**src/rtl/vader_pkg.sv**
```systemverilog
// Shared constants for the cracker's SD_SIM BRAM access path: requester ids,
// BRAM geometry and the state encoding of the port arbiter.
package vader_pkg;

    localparam int REQ_HASH  = 0;
    localparam int REQ_DICT  = 1;
    localparam int REQ_BRUTE = 2;

    localparam int SD_AW = 8;
    localparam int SD_DW = 128;

    typedef enum logic {
        ST_ARB    = 1'b0,
        ST_LOCKED = 1'b1
    } arb_state_t;

endpackage

```
**src/rtl/rr_pick.sv**
```systemverilog
// Rotating-priority encoder: grants the first requester after i_rr_ptr
// (wrapping modulo NREQ) whose request is set and which is not excluded.
module rr_pick #(
    parameter int NREQ = 3,
    parameter int PW   = (NREQ > 1) ? $clog2(NREQ) : 1
) (
    input  logic [NREQ-1:0] i_req,
    input  logic [PW-1:0]   i_rr_ptr,
    input  logic [NREQ-1:0] i_excl,
    output logic [NREQ-1:0] o_grant,
    output logic [PW-1:0]   o_idx
);

    logic          w_found;
    logic [PW-1:0] w_pos;

    // Scan rr_ptr+1, rr_ptr+2, ... and keep only the first eligible hit
    always_comb begin
        o_grant = '0;
        o_idx   = '0;
        w_found = 1'b0;
        w_pos   = '0;
        for (int k = 1; k <= NREQ; k++) begin
            w_pos = PW'((int'(i_rr_ptr) + k) % NREQ);
            if (!w_found && i_req[w_pos] && !i_excl[w_pos]) begin
                o_grant[w_pos] = 1'b1;
                o_idx          = w_pos;
                w_found        = 1'b1;
            end
        end
    end

endmodule

```
**src/rtl/sd_port_arbiter.sv**
```systemverilog
// Shares the single SD_SIM BRAM port among the hash loader, dictionary reader
// and brute candidate engine. Round-robin grant with a bounded streaming lock,
// registered BRAM drive, and an id pipe that steers read data to its issuer.
module sd_port_arbiter
    import vader_pkg::*;
#(
    parameter int NREQ         = REQ_BRUTE + 1,
    parameter int AW           = SD_AW,
    parameter int DW           = SD_DW,
    parameter int READ_LATENCY = 1,
    parameter int MAX_LOCK     = 8
) (
    input  logic               clk,
    input  logic               reset,
    input  logic [NREQ-1:0]    req_valid,
    input  logic [NREQ-1:0]    req_we,
    input  logic [NREQ-1:0]    req_lock,
    input  logic [NREQ*AW-1:0] req_addr,
    input  logic [NREQ*DW-1:0] req_wdata,
    output logic [NREQ-1:0]    req_ready,
    output logic [NREQ-1:0]    rsp_valid,
    output logic [DW-1:0]      rsp_data,
    output logic               bram_ena,
    output logic               bram_wea,
    output logic [AW-1:0]      bram_addra,
    output logic [DW-1:0]      bram_dina,
    input  logic [DW-1:0]      bram_douta,
    output logic               busy
);

    localparam int            PW       = (NREQ > 1) ? $clog2(NREQ) : 1;
    localparam int            CW       = $clog2(MAX_LOCK + 1);
    localparam logic [CW-1:0] LOCK_MAX = CW'(MAX_LOCK);
    localparam logic [PW-1:0] PTR_INIT = PW'(NREQ - 1);

    arb_state_t    r_state, w_state_nxt;
    logic [PW-1:0] r_rr_ptr, w_rr_ptr_nxt;
    logic [PW-1:0] r_owner, w_owner_nxt;
    logic [CW-1:0] r_lock_cnt, w_lock_cnt_nxt;

    logic [NREQ-1:0] w_owner_hot, w_others, w_excl, w_pick_grant, w_grant;
    logic [PW-1:0]   w_pick_idx, w_win_idx;
    logic            w_hold, w_at_max, w_accept;

    logic          r_ena, r_wea;
    logic [AW-1:0] r_addra;
    logic [DW-1:0] r_dina;
    logic [PW-1:0] r_issue_id;

    logic [READ_LATENCY-1:0] r_pipe_valid;
    logic [PW-1:0]           r_pipe_id [READ_LATENCY];

    // The locked owner keeps the port until it stops asking or uses up its
    // budget; once exhausted it is masked out only if someone else is waiting.
    assign w_owner_hot = NREQ'(1) << r_owner;
    assign w_others    = req_valid & ~w_owner_hot;
    assign w_at_max    = (r_lock_cnt >= LOCK_MAX);
    assign w_hold      = (r_state == ST_LOCKED) && req_valid[r_owner] && !w_at_max;
    assign w_excl      = ((r_state == ST_LOCKED) && w_at_max && (|w_others)) ? w_owner_hot : '0;

    rr_pick #(
        .NREQ (NREQ),
        .PW   (PW)
    ) u_rr_pick (
        .i_req    (req_valid),
        .i_rr_ptr (r_rr_ptr),
        .i_excl   (w_excl),
        .o_grant  (w_pick_grant),
        .o_idx    (w_pick_idx)
    );

    assign w_grant   = w_hold ? w_owner_hot : w_pick_grant;
    assign w_win_idx = w_hold ? r_owner : w_pick_idx;
    assign w_accept  = |w_grant;
    assign req_ready = w_grant;

    // Next arbitration state: lock bookkeeping and round-robin pointer update
    always_comb begin
        w_state_nxt    = r_state;
        w_rr_ptr_nxt   = r_rr_ptr;
        w_owner_nxt    = r_owner;
        w_lock_cnt_nxt = r_lock_cnt;
        if (w_hold) begin
            w_lock_cnt_nxt = r_lock_cnt + CW'(1);
            if (!req_lock[r_owner]) begin
                w_state_nxt = ST_ARB;
            end
        end else if (w_accept) begin
            w_rr_ptr_nxt = w_pick_idx;
            if (req_lock[w_pick_idx]) begin
                w_state_nxt    = ST_LOCKED;
                w_owner_nxt    = w_pick_idx;
                w_lock_cnt_nxt = CW'(1);
            end else begin
                w_state_nxt    = ST_ARB;
                w_lock_cnt_nxt = '0;
            end
        end else begin
            w_state_nxt    = ST_ARB;
            w_lock_cnt_nxt = '0;
        end
    end

    // Arbitration state register; requester 0 wins first out of reset
    always_ff @(posedge clk or negedge reset) begin
        if (!reset) begin
            r_state    <= ST_ARB;
            r_rr_ptr   <= PTR_INIT;
            r_owner    <= '0;
            r_lock_cnt <= '0;
        end else begin
            r_state    <= w_state_nxt;
            r_rr_ptr   <= w_rr_ptr_nxt;
            r_owner    <= w_owner_nxt;
            r_lock_cnt <= w_lock_cnt_nxt;
        end
    end

    // Registered BRAM drive: one cycle of enable per accepted access
    always_ff @(posedge clk or negedge reset) begin
        if (!reset) begin
            r_ena      <= 1'b0;
            r_wea      <= 1'b0;
            r_addra    <= '0;
            r_dina     <= '0;
            r_issue_id <= '0;
        end else begin
            r_ena <= w_accept;
            r_wea <= w_accept & req_we[w_win_idx];
            if (w_accept) begin
                r_addra    <= req_addr[int'(w_win_idx)*AW +: AW];
                r_dina     <= req_wdata[int'(w_win_idx)*DW +: DW];
                r_issue_id <= w_win_idx;
            end
        end
    end

    // Read id pipe tracking the BRAM latency; reset drops anything in flight
    always_ff @(posedge clk or negedge reset) begin
        if (!reset) begin
            r_pipe_valid <= '0;
            for (int s = 0; s < READ_LATENCY; s++) begin
                r_pipe_id[s] <= '0;
            end
        end else begin
            r_pipe_valid[0] <= r_ena & ~r_wea;
            r_pipe_id[0]    <= r_issue_id;
            for (int s = 1; s < READ_LATENCY; s++) begin
                r_pipe_valid[s] <= r_pipe_valid[s-1];
                r_pipe_id[s]    <= r_pipe_id[s-1];
            end
        end
    end

    // Steer the read strobe to the issuer of the data now on douta
    always_comb begin
        rsp_valid = '0;
        if (r_pipe_valid[READ_LATENCY-1]) begin
            rsp_valid[r_pipe_id[READ_LATENCY-1]] = 1'b1;
        end
    end

    assign rsp_data   = bram_douta;
    assign bram_ena   = r_ena;
    assign bram_wea   = r_wea;
    assign bram_addra = r_addra;
    assign bram_dina  = r_dina;
    assign busy       = r_ena | (|r_pipe_valid);

endmodule

```
**config.mk**
```make
export PLATFORM = sky130hd
export DESIGN_NAME = sd_port_arbiter
export DESIGN_NICKNAME = d
export VERILOG_FILES = /design/src/rtl/vader_pkg.sv /design/src/rtl/rr_pick.sv /design/src/rtl/sd_port_arbiter.sv
export SDC_FILE = /design/constraint.sdc
export NUM_CORES = 1
export LEC_CHECK = 0
export BUFFER_PORTS_ARGS = -buffer_cell sky130_fd_sc_hd__buf_2
export CAP_MARGIN = 20
export CORE_AREA = 2 2 323 325
export DETAILED_ROUTE_END_ITERATION = 10
export DIE_AREA = 0 0 325 327
export PLACE_DENSITY = 0.38
export SYNTH_ARGS = -nofsm -noshare
export SYNTH_HDL_FRONTEND = slang
export SYNTH_HIERARCHICAL = 1
export SYNTH_SLANG_ARGS = --single-unit
```
**constraint.sdc**
```tcl
create_clock -name clk -period 4.16 [get_ports clk]
set_clock_uncertainty 0.05 [all_clocks]
set_input_delay 0.832 -clock clk [delete_from_list [all_inputs] [get_ports clk]]
set_output_delay 0.832 -clock clk [all_outputs]
set_load 0.1 [all_outputs]
```
Word-level counts from Yosys, hierarchy flattened. Index checks and enable logic that the tools add are counted.

Bits of input ports: 547. Output and inout port bits: 273. Bits in registers: 152. Word-level logic and storage cells: 113.

Magnitude comparators: 12. Bitwise logic cells: 9. Divide/modulo/power cells: 3. Add/subtract/negate cells: 4. Shifts and indexed selects: 3. Reductions and logical operators: 23. Equal/unequal tests: 1. Mux-type cells: 47.

Operators by type and width (count): 384-bit by 10-bit indexed part select with 128-bit output (1); 32-bit by 3-bit remainder unit with 32-bit output (second input constant) (3); 24-bit by 6-bit indexed part select with 8-bit output (1); 2-bit by 3-bit less-than comparator with 1-bit output (second input constant) (7); 1-bit 2-to-1 mux (21); 1-bit binary-select mux with 2-bit select (10); 3-bit 2-to-1 mux (6); 1-bit logical AND (13); 1-bit demux with 2-bit select (4); 2-bit by 1-bit >= comparator with 1-bit output (second input constant) (4); 2-bit 2-to-1 mux (4); 4-bit 2-to-1 mux (2); 2-bit by 2-bit adder with 3-bit output (second input constant) (2); 1-bit logical NOT (6); 3-bit OR (2); 3-bit OR reduction (2); 4-bit by 1-bit adder with 4-bit output (second input constant) (1); 4-bit >= comparator (second input constant) (1); 2-bit by 1-bit adder with 3-bit output (second input constant) (1); 3-bit AND (1); 3-bit NOT (1); 3-bit AND reduction (1); 1-bit by 2-bit left shift with 3-bit output (first input constant) (1); 1-bit AND (2); other kinds (4) (5).

Depth between registers and ports, before layout. Gate-level depths: netlist of run 1.

Word-level depth: 24. Depth in mapped cells: 14. Gate-level depth less buffers: 12.

By module. The synthesis of run 1 kept the hierarchy.

Modules (own cells, without submodules): sd_port_arbiter (area an instance 10432.5 um2, sequential area each 3804.9 um2, cells each 1285, instances 1); rr_pick (area an instance 294.0 um2, sequential area each 0.0 um2, cells each 34, instances 1).

Worst setup path after synthesis of run 1. OpenSTA, ideal clock, no wires.

Path kind: input-to-output. Start: input port req_valid[2]. End: output port req_ready[0]. Buffers on the path: 0. Arrival: 3.614 ns. Cell stages on the path: 4. Path slack: -0.336 ns. Data required time: 3.278 ns. Cells stage by stage: mux2i_1 > nor3_2 > nor2_1 > o31ai_1.

Longest elaborated chain between the ends: 18. Elaborated cells on any way between the ends: 38. Classes of those cells: mux: 21; bitwise: 3; reduce/logical: 14.

RTL lines: start: declaration (RTL line sd_port_arbiter.sv:15) `input logic [NREQ-1:0] req_valid,`; 3-bit AND (RTL line sd_port_arbiter.sv:56) `assign w_others = req_valid & ~w_owner_hot;`; 3-bit OR reduction (RTL line sd_port_arbiter.sv:59) `assign w_excl = ((r_state == ST_LOCKED) && w_at_max && (|w_others)) ? w_owner_hot : '0;`; 1-bit logical AND (RTL line sd_port_arbiter.sv:59); 3-bit 2-to-1 mux (RTL line sd_port_arbiter.sv:59); 1-bit binary-select mux with 2-bit select (RTL line rr_pick.sv:25) `if (!w_found && i_req[w_pos] && !i_excl[w_pos]) begin`; 1-bit 2-to-1 mux (not written as such) (RTL line rr_pick.sv:25); 1-bit logical NOT (RTL line rr_pick.sv:25); 1-bit logical AND (RTL line rr_pick.sv:25); 1-bit 2-to-1 mux (RTL line rr_pick.sv:25); 1-bit logical NOT (RTL line rr_pick.sv:25); 1-bit logical AND (2 in series) (RTL line rr_pick.sv:25); 1-bit 2-to-1 mux (RTL line rr_pick.sv:25); 1-bit logical NOT (RTL line rr_pick.sv:25); 1-bit logical AND (2 in series) (RTL line rr_pick.sv:25); 3-bit 2-to-1 mux (RTL line rr_pick.sv:25); 3-bit 2-to-1 mux * (RTL line sd_port_arbiter.sv:72) `assign w_grant = w_hold ? w_owner_hot : w_pick_grant;`; end: declaration (RTL line sd_port_arbiter.sv:20) `output logic [NREQ-1:0] req_ready,`.

Mark *: on every way between the ends. The rest lies on a longest branch, timed or not. The select of a mux whose other input is x is not followed.

Worst setup path in the final report of run 1.
Start: register r_owner[1]. End: output port req_ready[0].

Longest elaborated chain between the ends: 20. Elaborated cells on any way between the ends: 34. Classes of those cells: shift: 1; mux: 15; bitwise: 4; reduce/logical: 14.

RTL lines: start: declaration (RTL line sd_port_arbiter.sv:38) `logic [PW-1:0] r_owner, w_owner_nxt;`; start signal: assignment (RTL line sd_port_arbiter.sv:114) `r_owner <= w_owner_nxt;`; 1-bit by 2-bit left shift with 3-bit output * (RTL line sd_port_arbiter.sv:55) `assign w_owner_hot = NREQ'(1) << r_owner;`; 3-bit NOT (RTL line sd_port_arbiter.sv:56); 3-bit AND (RTL line sd_port_arbiter.sv:56); 3-bit OR reduction (RTL line sd_port_arbiter.sv:59); 1-bit logical AND (RTL line sd_port_arbiter.sv:59); 3-bit 2-to-1 mux * (RTL line sd_port_arbiter.sv:59); net w_excl[1] (RTL line sd_port_arbiter.sv:41) `logic [NREQ-1:0] w_owner_hot, w_others, w_excl, w_pick_grant, w_grant;`; 1-bit binary-select mux with 2-bit select (RTL line rr_pick.sv:25); (+4 left out); 1-bit logical NOT (RTL line rr_pick.sv:25); 1-bit logical AND (2 in series) (RTL line rr_pick.sv:25); 1-bit 2-to-1 mux (RTL line rr_pick.sv:25); 1-bit logical NOT (RTL line rr_pick.sv:25); 1-bit logical AND (2 in series) (RTL line rr_pick.sv:25); 3-bit 2-to-1 mux * (RTL line rr_pick.sv:25); net w_pick_grant[0] (RTL line sd_port_arbiter.sv:41); 3-bit 2-to-1 mux * (RTL line sd_port_arbiter.sv:72).

Mark *: on every way through the listed nets, which the timed path passes. The rest lies on a longest branch. The select of a mux whose other input is x is not followed.

==> results of run 1 <==
==> layout make-up <==
class,count,area share [%]
Timing Repair Buffer,625,23.4
Sequential cell,152,25.2
Multi-Input combinational cell,908,35.8
Inverter,10,0.282
Clock inverter,8,0.822
Clock buffer,21,3.05
Antenna cell,1,0.0166
Tap cell,1380,11.5
==> state kept, by name, indices dropped and copies added, names as in the netlist <==
name	cells
r_pipe_id	2
bram_ena	1
bram_addra	8
r_issue_id	2
r_rr_ptr	2
bram_wea	1
r_lock_cnt	4
bram_dina	128
r_state	1
r_owner	2
r_pipe_valid	1
==> critical path: stages (launching register included) <==
cell	delay (ns)
dfrtp_1	0.47
inv_1	0.20
nand2_1	0.12
nor3_2	0.25
and4bb_2	0.28
nor2_1	0.17
nor4b_4	0.33
a221o_1	0.25
nand2_1	0.09
o31ai_2	0.07
buf_4	0.32
==> worst paths after layout <==
check                                                from                         to  slack (ns)  cells after the start
worst max-delay path               r_owner[1]$_DFFE_PN0P_               req_ready[0]        0.23                     10
worst min-delay path                                reset  bram_dina[50]$_DFFE_PN0P_        0.30                      1
worst max register to register     r_owner[1]$_DFFE_PN0P_  bram_dina[27]$_DFFE_PN0P_        0.58                     13
worst min register to register  r_issue_id[1]$_DFFE_PN0P_     r_pipe_id[1]$_DFF_PN0_        0.34                      0
max in group asynchronous                           reset  bram_dina[19]$_DFFE_PN0P_        3.00                      2
min in group clk                r_issue_id[1]$_DFFE_PN0P_     r_pipe_id[1]$_DFF_PN0_        0.34                      0
==> repair_timing <==
| action | 4_1_cts | 5_1_grt |
|---|---|---|
| gates resized for setup | 2 | 3 |
| endpoints found under the setup margin | 2 | 3 |
| gates cloned | 0 | 0 |
==> placed cells by master (no fill, tap or decap), types with 2 or more instances in the layout <==
cell type / n
buf_2: 559
a21oi_1: 218
dfrtp_1: 151
nor2_1: 146
and3_1: 136
a21boi_0: 136
o21ai_0: 76
o21ai_1: 66
a21oi_2: 57
buf_4: 47
buf_12: 18
clkbuf_16: 17
nand2_1: 10
inv_1: 9
ha_1: 6
mux2i_1: 5
nor3_1: 4
and4bb_2: 4
nor3_2: 3
nand3_1: 3
mux2_2: 3
bufinv_16: 3
clkbuf_8: 3
and3b_1: 2
nor2b_1: 2
clkbuf_1: 2
clkinvlp_4: 2
clkinv_2: 2
nor4b_1: 2
o31ai_1: 2
a21o_2: 2
a221o_1: 2
==> per-layer routing <==
metal / vias to the layer above / part of all wire, %
li1: 5301 / -
met1: 5183 / 40
met4: 14 / 4.3
met2: 507 / 47
met3: 118 / 9.1
met5: - / 0.17
==> stage by stage <==
stage               instance area [µm²]  cells  util [%]
floorplan                         10700   1319         -
global placement                  14500   3075      14.1
CTS                               15100   3104      14.6
global route                      15100   3104      14.6
finish                            15100   3105      14.7
detailed placement                14500   3075      14.1
==> kinds of logic after synthesis <==
kind of cell    Yosys count
simple gates            328
flops                   152
fa+ha+maj                 6
compound gates          565
xor+xnor                  1
buf+inv                 259
mux                       8
==> results by group, run 1 <==
Routing
  • Via Count: 11100
  • Average vias per placed instance: 3.58
  • Initial drt markers: 450
  • Wire length per cell: 17.7 µm
  • WL final: 54800 µm
  • DRC: 0
  • Drt pass-1 iters: 4
  • Final ANT Viol Nets: 0

CTS
  • CTS tree: yes
  • Max Buffers Root-to-Sink: 2
  • Clock sink count: 152
  • Clock transition at path regs: 0.07 ns
  • Clk root buf: clkbuf_16
  • H-tree levels: 4
  • Clock latency on the worst-skew pair: 0.49 ns
  • Cts hold-fix bufs: 0
  • CTS buffer count: 17
  • Post-CTS Setup Bufs: 0

STA
  • Fin crit share: 94.5%
  • Hold Violations, Final: 0
  • RSZ-0062 raised after global routing: false
  • Slew Limit Fails: 0
  • Slew HR: 54.0%
  • Slew of the pin with the lowest slew margin: 0.683 ns
  • F_max: 254 MHz
  • Final setup viols: 0
  • Final worst slack: 0.230 ns
  • Final hold slack: 0.302 ns
  • Setup TNS Final: 0 ns
  • Final Critical Period: 3.93 ns

Setup path
  • Critical path startpoint category: flop
  • Crit path DAT: 3.05 ns
  • Worst-path fanout max: 5
  • Critical Path RT: 3.28 ns
  • Element type at the critical path end: output pin
  • Crit Path Class: reg2out

Floorplan
  • Die height: 327 µm
  • Die area: 0.106 mm²
  • Die width: 325 µm
  • Number of core rows: 118
  • Io pins: 820
  • Initial Util: 10.4%
  • Core Region: 0.103 mm²

Placed design
  • Post-DP HPWL: 42600 µm
  • Pre-CTS WS: 0.277 ns
  • I/O Buffers: 563
  • Routability Congestion: 0.782

Layout
  • Share of layout cells above drive strength 1: 42.6%
  • Nets@finish: 2267
  • Filler cells: 11900
  • Footprint of the multi-input gates: 0.00539 mm²
  • Area Overhead vs Synth: 40.6%
  • Register area: 0.00380 mm²

Synthesis
  • Syn Inst Count: 1319
  • Area share of the largest cell type after synthesis: 35.2%
  • Post-synth cell types: 52
  • Most common cell in the synthesized netlist: a21oi_1
  • Ys async rst share: 100%
  • Fraction of the mapped netlist area in adder cells: 0.700%
  • Largest cells by area after synthesis: dfrtp_1 (35%), a21oi_1 (10%), a21boi_0 (9.5%)
  • Synth Area in Simple Gates: 16.1%
  • Cell Area, Synth: 0.0107 mm²
  • Multiplexer share of the synthesized area: 0.782%
  • Main combinational cell family by area after synthesis: compound AO/OA/AOI/OAI gates
  • Synth area leader: dfrtp_1
  • Seq/Total Area, Yosys: 35.5%
  • Syn Area/Cell: 8.13 µm²
  • Synth Area in Compound Gates: 32.0%
  • Post-synth top cells: a21oi_1 (218), dfrtp_1 (151), nor2_1 (146), and3_1 (137), a21boi_0 (136)
  • Synth warn: 6
  • Primary FF master, synth: dfrtp_1
  • Xor-xnor portion of the synthesized cell area: 0.0817%
  • Post-synth EDFFs: 0
  • Number of synthesized register bits: 152
  • Mapped Nets: 1872

Global routing
  • GR Util met1: 11.3%
  • Number of global-route vias before repair: 11200
  • Gr busiest metal: met2
  • GRT overflow: 0
  • Largest net degree at the start of global routing: 101
  • First-pass GRT wire length: 78200 µm
  • GR met3 Demand/Resource: 4.29%
  • GR Util met2: 16.3%
  • Initial antenna violation count: 13
  • GRT Resource Usage Total: 10.1%

Worst hold path
  • Hold WC Path Type: in2async

Outcome
  • Outcome: completed

Job
  • Max Cap Viol: 0
Power of run 1 is not shown: default switching activity piles up to over one toggle a cycle in this logic, so the estimate is an artifact.
==> inputs of run 2 (changes only) <==
Settings changed: CELL_PAD_IN_SITES_DETAIL_PLACEMENT from default to 2, CELL_PAD_IN_SITES_GLOBAL_PLACEMENT from default to 2, CORE_AREA 2 2 323 325 to 2 2 318 320, DIE_AREA 0 0 325 327 to 0 0 320 322, PLACE_DENSITY 0.38 to 0.53, SYNTH_HIERARCHICAL 1 to default.
Clock period 4.16 ns to 4.31 ns, I/O delays scaled along.
==> run 2 against run 1 <==
  * First-iteration DRC count fell by 29%
  * Worst setup slack improved by 0.015 ns
  * Core utilization fell by 0.65 points
  * Critical path depth fell by 3
  * Routed wire length fell by 16%
  * Highest routed layer is now met4
==> results by group, run 2 <==
Outcome
  • Outcome: completed

Global routing
  • Number of global-route vias before repair: 10900
  • GRT Resource Usage Total: 8.84%
  • Largest net degree at the start of global routing: 74
  • First-pass GRT wire length: 67800 µm
  • Initial antenna violation count: 6
  • GRT overflow: 0

Setup path
  • Crit Path Class: reg2out
  • Element type at the critical path end: output pin
  • Crit path DAT: 3.15 ns
  • Worst-path fanout max: 12
  • R2r endpoint: bram_dina[87]$_DFFE_PN0P_
  • R2R cell count: 12
  • Launch point of the worst reg-to-reg path: r_rr_ptr[1]$_DFFE_PN1P_
  • Setup crit start: r_rr_ptr[1]$_DFFE_PN1P_
  • Critical path startpoint category: flop
  • Critical Path RT: 3.40 ns
  • Crit path to: req_ready[0]
  • R2R Setup Slk: 0.57 ns

STA
  • Slew Limit Fails: 0
  • Final worst slack: 0.245 ns
  • Setup TNS Final: 0 ns
  • Slew of the pin with the lowest slew margin: 0.698 ns
  • RSZ-0062 raised after global routing: false
  • Final setup viols: 0
  • Slew HR: 53.8%
  • Hold Violations, Final: 0
  • Fin crit share: 94.3%
  • Final Critical Period: 4.07 ns
  • F_max: 246 MHz

Routing
  • Wire length per cell: 16.9 µm
  • WL final: 46300 µm
  • Average vias per placed instance: 3.46
  • Final ANT Viol Nets: 0
  • Via Count: 9459
  • Initial drt markers: 318
  • DRC: 0
  • Drt pass-1 iters: 4

Layout
  • Nets@finish: 1976
  • Share of layout cells above drive strength 1: 48.5%
  • Max reg flops: 128
  • Footprint of the multi-input gates: 0.00459 mm²
  • Final core occ: 14.0%
  • Commonest non-fill, non-tap cells in the layout: buf_2 (562), nor2_1 (278), dfrtp_1 (151)
  • Register area: 0.00380 mm²
  • Area Overhead vs Synth: 43.1%
  • Commonest non-fill, non-tap cell in the layout: buf_2
  • Filler cells: 11700

CTS
  • Max Buffers Root-to-Sink: 2
  • Clock transition at path regs: 0.07 ns
  • Post-CTS Setup Bufs: 0
  • Post-CTS Resized: 0
  • CTS tree: yes
  • Clock latency on the worst-skew pair: 0.49 ns
  • CTS buffer count: 17
  • H-tree levels: 4
  • Cts hold-fix bufs: 0
  • Clock sink count: 152
  • Clk root buf: clkbuf_16

Floorplan
  • Initial Util: 9.78%
  • Number of core rows: 116
  • Core Region: 0.0996 mm²
  • Die area: 0.103 mm²
  • Die height: 322 µm
  • Io pins: 820
  • Die width: 320 µm

Synthesis
  • Seq/Total Area, Yosys: 39.1%
  • Area share of the largest cell type after synthesis: 38.8%
  • Largest cells by area after synthesis: dfrtp_1 (39%), mux2i_1 (15%), nor2_1 (11%)
  • Cell Area, Synth: 0.00974 mm²
  • Post-synth cell types: 46
  • Most common cell in the synthesized netlist: nor2_1
  • Ys async rst share: 100%
  • Post-synth top cells: nor2_1 (278), dfrtp_1 (151), mux2i_1 (145), buf_4 (131), a221oi_1 (96)
  • Primary FF master, synth: dfrtp_1
  • Post-synth EDFFs: 0
  • Synth warn: 0
  • Syn Inst Count: 1007
  • Synth area leader: dfrtp_1
  • Number of synthesized register bits: 152
  • Mapped Nets: 1560
  • Syn Area/Cell: 9.67 µm²

Job
  • Max Cap Viol: 0

Placed design
  • Routability Congestion: 0.764
  • Pre-CTS WS: 0.425 ns
  • I/O Buffers: 563
  • Post-DP HPWL: 36600 µm

Worst hold path
  • Hold WC Path Type: in2async
run 2: cell count changes in the layout (fill, tap and decap cells not counted), sizes merged, moves of 133 or more:
| cell | before | now |
|---|---|---|
| a21oi | 275 | 4 |
| mux2i | 5 | 145 |
| and3 | 137 | 0 |
| a21boi | 136 | 0 |
| a221oi | 0 | 136 |
| o21ai | 142 | 9 |
run 2: worst max-delay path: stages, from the launching register on:
cell and delay (ns):
dfstp_2 0.56, ha_1 0.46, mux2i_1 0.13, or2_2 0.28, a22o_1 0.35, a2bb2oi_2 0.21
o221ai_2 0.21, buf_2 0.46
run 2: layout make-up:
cell class	instances	share of cell area [%]
multi-input combinational	637	32.9
timing repair buffer	605	23.7
clock buffer	20	3.20
antenna	3	0.0539
clock inverter	12	0.915
sequential	152	27.3
inverter	10	0.269
tap	1298	11.6
run 2: per-layer routing:
metal	part of all wire [%]	wire (µm)	global-route usage, %
met3	9.3	4320	3.80
met4	4.6	2120	4.90
met1	36	16400	8.70
met5	0	0	0
met2	51	23400	15.6
run 2: cell families (layout without fill, tap and decap cells):
group	count (synthesis)	count (layout)	share of synthesized area, %
and+or+nand+nor	309	309	12.9
buffers and inverters	218	647	14.3
AOI/OAI and AO/OA	172	172	17.5
DFF	152	152	39.1
muxes	149	149	15.4
adders and majority gates	6	6	0.771
xor gates and xnor gates	1	1	0.0899
other	0	3	0
run 2: worst min-delay path by stage:
stage / slack, ns / endpoint / depth (start not counted) / startpoint
5_1_grt: 0.18 / bram_dina[1]$_DFFE_PN0P_ / 1 / reset
2_1_floorplan: 0.30 / r_pipe_id[0]$_DFF_PN0_ / 0 / r_issue_id[0]$_DFFE_PN0P_
3_3_place_gp: 0.31 / r_pipe_id[1]$_DFF_PN0_ / 0 / r_issue_id[1]$_DFFE_PN0P_
3_5_place_dp: 0.32 / r_pipe_id[1]$_DFF_PN0_ / 0 / r_issue_id[1]$_DFFE_PN0P_
6_report: 0.21 / bram_dina[1]$_DFFE_PN0P_ / 1 / reset
4_1_cts: 0.15 / bram_dina[1]$_DFFE_PN0P_ / 1 / reset
run 2: per-stage QoR:
stage | instances | hold slack, ns | instance area [µm²]
floorplan | 1007 | 0.304 | 9760
global placement | 2702 | 0.310 | 13400
detailed placement | 2702 | 0.319 | 13400
CTS | 2734 | 0.154 | 13900
global route | 2735 | 0.182 | 13900
finish | 2737 | 0.210 | 13900
Power of run 2 is left out for the same reason.
==> inputs of run 3 (changes only) <==
Settings changed: CTS_BUF_LIST from default to sky130_fd_sc_hd__clkbuf_16.
==> run 3 against run 2 <==
  * Sequential cell count stayed put
  * Critical path depth stayed put
  * Non-clock buffer count stayed put
  * Global-route usage stayed put
  * Via count hardly changed
  * Fmax hardly changed
  * Sequential share of layout area hardly changed
  * Worst setup slack hardly changed
  * Hold slack hardly changed
  * Core utilization hardly changed
==> results by group, run 3 (synthesis results as in run 2) <==
Global routing
  • First-pass GRT wire length: 67800 µm
  • GRT overflow: 0
  • Initial antenna violation count: 6
  • Number of global-route vias before repair: 10900
  • Largest net degree at the start of global routing: 74
  • GRT Resource Usage Total: 8.84%

CTS
  • CTS tree: yes
  • Max Buffers Root-to-Sink: 2
  • CTS buffer count: 17
  • Clock transition at path regs: 0.07 ns
  • H-tree levels: 4
  • Cts hold-fix bufs: 0
  • Post-CTS Resized: 0
  • Clock latency on the worst-skew pair: 0.49 ns
  • Clock sink count: 152
  • Post-CTS Setup Bufs: 0
  • Clk root buf: clkbuf_16

Outcome
  • Outcome: completed

STA
  • Setup TNS Final: 0 ns
  • RSZ-0062 raised after global routing: false
  • F_max: 246 MHz
  • Slew Limit Fails: 0
  • Slew of the pin with the lowest slew margin: 0.698 ns
  • Final setup viols: 0
  • Fin crit share: 94.3%
  • Final Critical Period: 4.07 ns
  • Hold Violations, Final: 0
  • Slew HR: 53.8%

Job
  • Max Cap Viol: 0

Layout
  • Commonest non-fill, non-tap cell in the layout: buf_2
  • Filler cells: 11700
  • Commonest non-fill, non-tap cells in the layout: buf_2 (562), nor2_1 (278), dfrtp_1 (151)
  • Area Overhead vs Synth: 43.0%
  • Max reg flops: 128
  • Nets@finish: 1976
  • Share of layout cells above drive strength 1: 48.4%

Floorplan
  • Core Region: 0.0996 mm²
  • Initial Util: 9.78%
  • Number of core rows: 116
  • Io pins: 820
  • Die height: 322 µm
  • Die width: 320 µm
  • Die area: 0.103 mm²

Routing
  • Wire length per cell: 16.9 µm
  • Drt pass-1 iters: 4
  • Via Count: 9460
  • WL final: 46200 µm
  • Initial drt markers: 318
  • DRC: 0
  • Average vias per placed instance: 3.46
  • Final ANT Viol Nets: 0

Placed design
  • Routability Congestion: 0.764
  • Post-DP HPWL: 36600 µm
  • I/O Buffers: 563

Setup path
  • Critical Path RT: 3.40 ns
  • Crit Path Class: reg2out
  • Element type at the critical path end: output pin
  • Crit path DAT: 3.15 ns
  • Worst-path fanout max: 12
  • Critical path startpoint category: flop

Worst hold path
  • Hold WC Path Type: in2async
run 3: final timing paths:
check,startpoint,cells past startpoint,to,slack [ns]
setup / recovery,r_rr_ptr[1]$_DFFE_PN1P_,7,req_ready[0],0.24
hold reg to reg,r_issue_id[0]$_DFFE_PN0P_,0,r_pipe_id[0]$_DFF_PN0_,0.33
hold / removal,reset,1,bram_dina[1]$_DFFE_PN0P_,0.21
min in group clk,r_issue_id[0]$_DFFE_PN0P_,0,r_pipe_id[0]$_DFF_PN0_,0.33
setup reg to reg,r_rr_ptr[1]$_DFFE_PN1P_,12,bram_dina[87]$_DFFE_PN0P_,0.57
max in group asynchronous,reset,2,bram_dina[60]$_DFFE_PN0P_,3.11
run 3: final cells by class:
class / count / area (µm²) / share of cell area (%)
Inverter: 10 / 37.5 / 0.269
Sequential cell: 152 / 3800 / 27.3
Tap cell: 1298 / 1620 / 11.7
Timing Repair Buffer: 605 / 3300 / 23.7
Clock buffer: 17 / 425 / 3.05
Clock inverter: 15 / 139 / 0.997
Multi-Input combinational cell: 637 / 4590 / 33.0
Antenna cell: 3 / 7.51 / 0.0539
run 3: per-stage QoR:
step           util, %  worst slack, ns  cell area [µm²]  instances  hold WS (ns)
2_1_floorplan        -            0.312             9760       1007         0.304
5_1_grt           14.0           0.0457            13900       2735         0.182
6_report          14.0            0.245            13900       2737         0.210
3_3_place_gp      13.4            0.629            13400       2702         0.310
4_1_cts           14.0            0.147            13900       2734         0.154
3_5_place_dp      13.4            0.425            13400       2702         0.319
run 3: worst max-delay path, stage by stage, from the launching register on:
cell and delay, ns:
dfstp_2 0.56, ha_1 0.46, mux2i_1 0.13, or2_2 0.28, a22o_1 0.35, a2bb2oi_2 0.21, o221ai_2 0.21, buf_2 0.46
run 3: routing by layer:
layer  track usage, %  vias up  share of wire (%)
met5                0        -                  0
met4             4.90        0                4.6
met3             3.80       94                9.3
met2             15.6      461                 51
met1             8.70     4597                 36
li1                 -     4308                  -
Power of run 3 is left out for the same reason.
